`src/rtl/hazard_sequencer.sv`:
```
// Hazard controller for the 5-stage F/D/E/M/W pipe: operand forwarding, load-use bubbles,
// branch flushes, multi-cycle execute sequencing and a saturating stall-cycle counter.
module hazard_sequencer #(
  parameter int MC_LATENCY = 4,
  parameter int RA_BITS    = 4,
  parameter int PERF_BITS  = 16
) (
  input  logic                 clk,
  input  logic                 reset,
  input  logic [RA_BITS-1:0]   Ra1D,
  input  logic [RA_BITS-1:0]   Ra2D,
  input  logic [RA_BITS-1:0]   Ra1E,
  input  logic [RA_BITS-1:0]   Ra2E,
  input  logic [RA_BITS-1:0]   WA3E,
  input  logic [RA_BITS-1:0]   WA3M,
  input  logic [RA_BITS-1:0]   WA3W,
  input  logic                 RegWriteM,
  input  logic                 RegWriteW,
  input  logic                 MemtoRegE,
  input  logic                 BranchTakenE,
  input  logic                 MultiStartE,
  output logic [1:0]           ForwardAE,
  output logic [1:0]           ForwardBE,
  output logic                 StallF,
  output logic                 StallD,
  output logic                 StallE,
  output logic                 FlushD,
  output logic                 FlushE,
  output logic                 FlushM,
  output logic                 MultiBusy,
  output logic                 MultiDoneE,
  output logic [PERF_BITS-1:0] StallCycles
);

  typedef enum logic [1:0] {
    S_IDLE = 2'd0,
    S_BUSY = 2'd1,
    S_DONE = 2'd2
  } state_t;

  localparam int CNT_W = 4;
  localparam logic [CNT_W-1:0]   CNT_LOAD = CNT_W'(MC_LATENCY - 2);
  localparam logic [RA_BITS-1:0] PC_REG   = RA_BITS'(15);

  state_t               state_q, state_d;
  logic [CNT_W-1:0]     cnt_q, cnt_d;
  logic [PERF_BITS-1:0] stall_cycles_q, stall_cycles_d;

  logic ld_stall;
  logic start_ok;
  logic busy;

  function automatic logic [1:0] fwd_sel(input logic [RA_BITS-1:0] ra);
    if (ra == PC_REG)                   return 2'b00;
    else if (RegWriteM && (WA3M == ra)) return 2'b10;
    else if (RegWriteW && (WA3W == ra)) return 2'b01;
    else                                return 2'b00;
  endfunction

  assign ld_stall = MemtoRegE && ((WA3E == Ra1D) || (WA3E == Ra2D));
  assign start_ok = MultiStartE && !BranchTakenE;
  assign busy     = (state_q == S_BUSY);

  // The counter holds the BUSY cycles still to go; DONE follows once it would reach zero.
  always_comb begin
    state_d = state_q;
    cnt_d   = cnt_q;
    case (state_q)
      S_IDLE, S_DONE: begin
        if (start_ok) begin
          cnt_d   = CNT_LOAD;
          state_d = (CNT_LOAD == '0) ? S_DONE : S_BUSY;
        end else begin
          state_d = S_IDLE;
        end
      end
      S_BUSY: begin
        cnt_d = cnt_q - 1'b1;
        if (cnt_q == CNT_W'(1)) state_d = S_DONE;
      end
      default: state_d = S_IDLE;
    endcase
    if (!reset) begin
      state_d = S_IDLE;
      cnt_d   = '0;
    end
  end

  always_comb begin
    ForwardAE  = 2'b00;
    ForwardBE  = 2'b00;
    StallF     = 1'b0;
    StallD     = 1'b0;
    StallE     = 1'b0;
    FlushD     = 1'b0;
    FlushE     = 1'b0;
    FlushM     = 1'b0;
    MultiBusy  = 1'b0;
    MultiDoneE = 1'b0;
    if (!reset) begin
      FlushD = 1'b1;
      FlushE = 1'b1;
      FlushM = 1'b1;
    end else begin
      ForwardAE = fwd_sel(Ra1E);
      ForwardBE = fwd_sel(Ra2E);
      if (busy) begin
        // E is frozen, so load-use and branch are masked until the op drains.
        StallF    = 1'b1;
        StallD    = 1'b1;
        StallE    = 1'b1;
        FlushM    = 1'b1;
        MultiBusy = 1'b1;
      end else begin
        StallF     = ld_stall && !BranchTakenE;
        StallD     = ld_stall && !BranchTakenE;
        FlushD     = BranchTakenE;
        FlushE     = ld_stall || BranchTakenE;
        MultiDoneE = (state_q == S_DONE);
      end
    end
  end

  always_comb begin
    stall_cycles_d = stall_cycles_q;
    if (!reset)                         stall_cycles_d = '0;
    else if (StallD && !(&stall_cycles_q)) stall_cycles_d = stall_cycles_q + 1'b1;
  end

  assign StallCycles = stall_cycles_q;

  always_ff @(posedge clk) begin
    state_q        <= state_d;
    cnt_q          <= cnt_d;
    stall_cycles_q <= stall_cycles_d;
  end

endmodule

```
`config.mk`:
```
export PLATFORM = sky130hd
export DESIGN_NAME = hazard_sequencer
export DESIGN_NICKNAME = d
export VERILOG_FILES = /design/src/rtl/hazard_sequencer.sv
export SDC_FILE = /design/constraint.sdc
export NUM_CORES = 1
export LEC_CHECK = 0
export BUFFER_PORTS_ARGS = -buffer_cell sky130_fd_sc_hd__clkbuf_2
export CELL_PAD_IN_SITES_DETAIL_PLACEMENT = 0
export CELL_PAD_IN_SITES_GLOBAL_PLACEMENT = 1
export CORE_MARGIN = 4
export CORE_UTILIZATION = 31
export DETAILED_ROUTE_END_ITERATION = 6
export GPL_TIMING_DRIVEN = 0
export PLACE_DENSITY_LB_ADDON = 0.3
export SYNTH_ARGS = -nofsm -noshare
export SYNTH_HDL_FRONTEND = slang
export SYNTH_SLANG_ARGS = --single-unit
export TNS_END_PERCENT = 10
```
`constraint.sdc`:
```
create_clock -name clk -period 1.6 [get_ports clk]
set_input_delay 0.08 -clock clk [delete_from_list [all_inputs] [get_ports clk]]
set_output_delay 0.08 -clock clk [all_outputs]
set_load 0.005 [all_outputs]
```
==> flow_metrics.py <==
metrics = {
    "outcome": {
        "status": "finished, final reports clean",
    },
    "setup_path": {
        "critPathMaxFanout": 10,
        "critical_path_class": "flip-flop to flip-flop",
        "arrival_ns": 1.72,
        "worstPathRequired_ns": 1.76,
        "critPathLaunchType": "flip-flop",
        "endpoint_kind": "flip-flop",
        "critical_path.max_stage_delay_ns": 0.38,
        "crit_chain": "and4_4, nand4_1, nor2_1, a21oi_2, buf_6, and3_1, mux2i_1",
        "slowest_stage": "dfxtp_4",
    },
    "drt": {
        "via_per_inst": 4.77,
        "ant_nets": 0,
        "vias": 1526,
        "wl_per_cell_um": 12.2,
        "firstDrtPassIters": 4,
        "drt_iter0_markers": 26,
        "drc": 0,
        "routed_wl_um": 3910,
    },
    "sta": {
        "fin_ws_ns": 0.0366,
        "slew_headroom_pct": 65.3,
        "period_needed_ns": 1.56,
        "tightestPinTransition_ns": 0.519,
        "drv_slew": 0,
        "clock_skew_ns": 0.0121,
        "whs_ns": 0.193,
        "fmax_mhz": 640,
        "finalHoldViolCount": 0,
        "rsz0062_at_grt": "yes",
        "setup_tns_ns": 0,
        "fin_crit_sh_pct": 97.7,
        "finalSetupViolations": 0,
    },
    "synthesis": {
        "synth_cell_types": 33,
        "synth-edff-count": 0,
        "syn_inst": 185,
        "synth-main-ff-cell": "dfxtp_1",
        "yosys_warnings": 0,
        "async_flop_share_pct": 0,
        "syn_area_um2": 1560,
        "seq_area_frac_synth_pct": 28.3,
        "ys_ff_latch": 22,
        "postSynthAreaPerCell_um2": 8.41,
        "syn_nets": 223,
    },
    "min_path": {
        "hold_path.class": "input pin to flip-flop",
    },
    "finish": {
        "fill_cells": 498,
        "diodes": 0,
        "instances_no_fill": 320,
        "layout_commonest_cell": "clkbuf_2",
        "final_core_util_pct": 43.4,
        "fin_nets": 292,
        "final_cell_mix": "clkbuf_2, nand2_1, xor2_1",
        "drive_gt1_share_pct": 37.5,
        "area_delta_synth_final_pct": 33.6,
    },
    "grt": {
        "grt_use_total_pct": 12.8,
        "grt_max_degree": 14,
        "antenna_found_initial": 0,
        "grt_first_pass_wirelength_um": 6640,
        "grt_remaining_overflow": 0,
        "grt_pass1_vias": 1485,
    },
    "place": {
        "gp_congestion": 0.718,
        "portBuffers": 62,
        "dp.cells": 314,
        "dp_hpwl_um": 3120,
        "post-place-ws_ns": -0.165,
    },
    "clock_tree": {
        "root_buffer": "clkbuf_8",
        "clk_path_buf_depth": 2,
        "clkTransAtPathRegs_ns": 0.09,
        "numCtsBuffers": 3,
        "h-tree-depth": 1,
        "clock_sinks": 22,
        "insertion_delay_ns": 0.26,
        "cts_tree": "yes",
    },
    "floorplanning": {
        "die_w_um": 78.8,
        "die_h_um": 78.8,
        "start_util_pct": 32.5,
        "ios": 63,
        "core_um2": 4790,
        "num_rows": 25,
        "fp.dieArea_um2": 6210,
    },
    "power": {
        "p_leak_uw": 0.000998,
        "ir_drop_v": 0.000336,
        "powerDensity_nw_per_um2": 652,
    },
    "run": {
        "drv_cap": 0,
    },
}
-- cell families (layout without fill, tap and decap cells) --
| family | Yosys count | count (layout) | share of synthesized area, % |
|---|---|---|---|
| AND/OR/NAND/NOR | 92 | 92 | 33.2 |
| adder cells (fa/ha/maj) | 3 | 3 | 2.41 |
| XOR/XNOR | 25 | 25 | 14.1 |
| AO/OA/AOI/OAI | 18 | 18 | 9.33 |
| multiplexers | 13 | 13 | 8.37 |
| flip-flops | 22 | 22 | 28.3 |
| buffers and inverters | 12 | 80 | 4.26 |
-- critical path: cells and delay by family (launching register included) --
family	cells	cell delay, ns
DFF	1	0.38
AOI/OAI and AO/OA	1	0.06
and+or+nand+nor	4	0.76
buffers and inverters	1	0.15
muxes	1	0.11
-- synth_stat cells, drive strengths merged, types with 5 or more instances --
cell type   n  share of area (%)
nand2      27                6.5
nand4       9                3.6
nor2b       5                2.0
nand3       9                2.9
o21ai       7                2.3
dfxtp      22                 28
mux2i      13                8.4
xor2       17                9.6
a21oi       6                2.2
nand2b      8                3.2
xnor2       8                4.5
nor2       11                2.7
and3        9                3.7
-- power breakdown --
group,switching [µW],total (µW),internal (µW)
Sequential,13.1,571,558
Clock,183,517,334
Combinational,142,266,124
Total,338,1350,1020
-- through the flow --
stage	instance area, µm²	power (µW)
CTS	2070	1370
global route	2080	1430
finish	2080	1350
floorplan	1570	739
global placement	1960	849
detailed placement	1960	849
-- layer usage --
metal,vias up,part of all wire [%],routed length (µm),track usage [%]
met5,-,0,0,0
met4,0,0.38,15,2.92
met3,2,9.2,359,3.29
met2,54,43,1700,21.2
met1,687,47,1840,16.7
li1,783,-,-,-
-- final timing paths --
| check | startpoint | to | cells after the start | slack (ns) |
|---|---|---|---|---|
| max reg2reg | StallCycles[3] | StallCycles[5] | 7 | 0.04 |
| min | reset | state_q[1] | 3 | 0.19 |
| max | StallCycles[3] | StallCycles[5] | 7 | 0.04 |
| min reg2reg | cnt_q[3] | cnt_q[3] | 1 | 0.46 |
-- state kept, by name (all words and copies together), names as in the netlist --
name / count
state_q: 2
cnt_q: 4
StallCycles: 16
-- area by class of cell --
type                       count  area, µm²  share of cell area (%)
multi-input combinational    151       1070                    51.3
sequential                    22        457                    22.0
timing repair buffer          64        325                    15.7
tap                           67       83.8                    4.03
buffer                         8       60.1                    2.89
clock buffer                   3       41.3                    1.99
clock inverter                 1       30.0                    1.44
inverter                       4       15.0                   0.722
-- timing repair --
item | CTS | global route
gates resized for setup | 8 | 6
pin swaps | 3 | 2
setup buffers | 2 | 0
hold buffers | 0 | 0
setup endpoints to repair | 16 | 14
No activity file was read; power rests on OpenSTA's default activity.
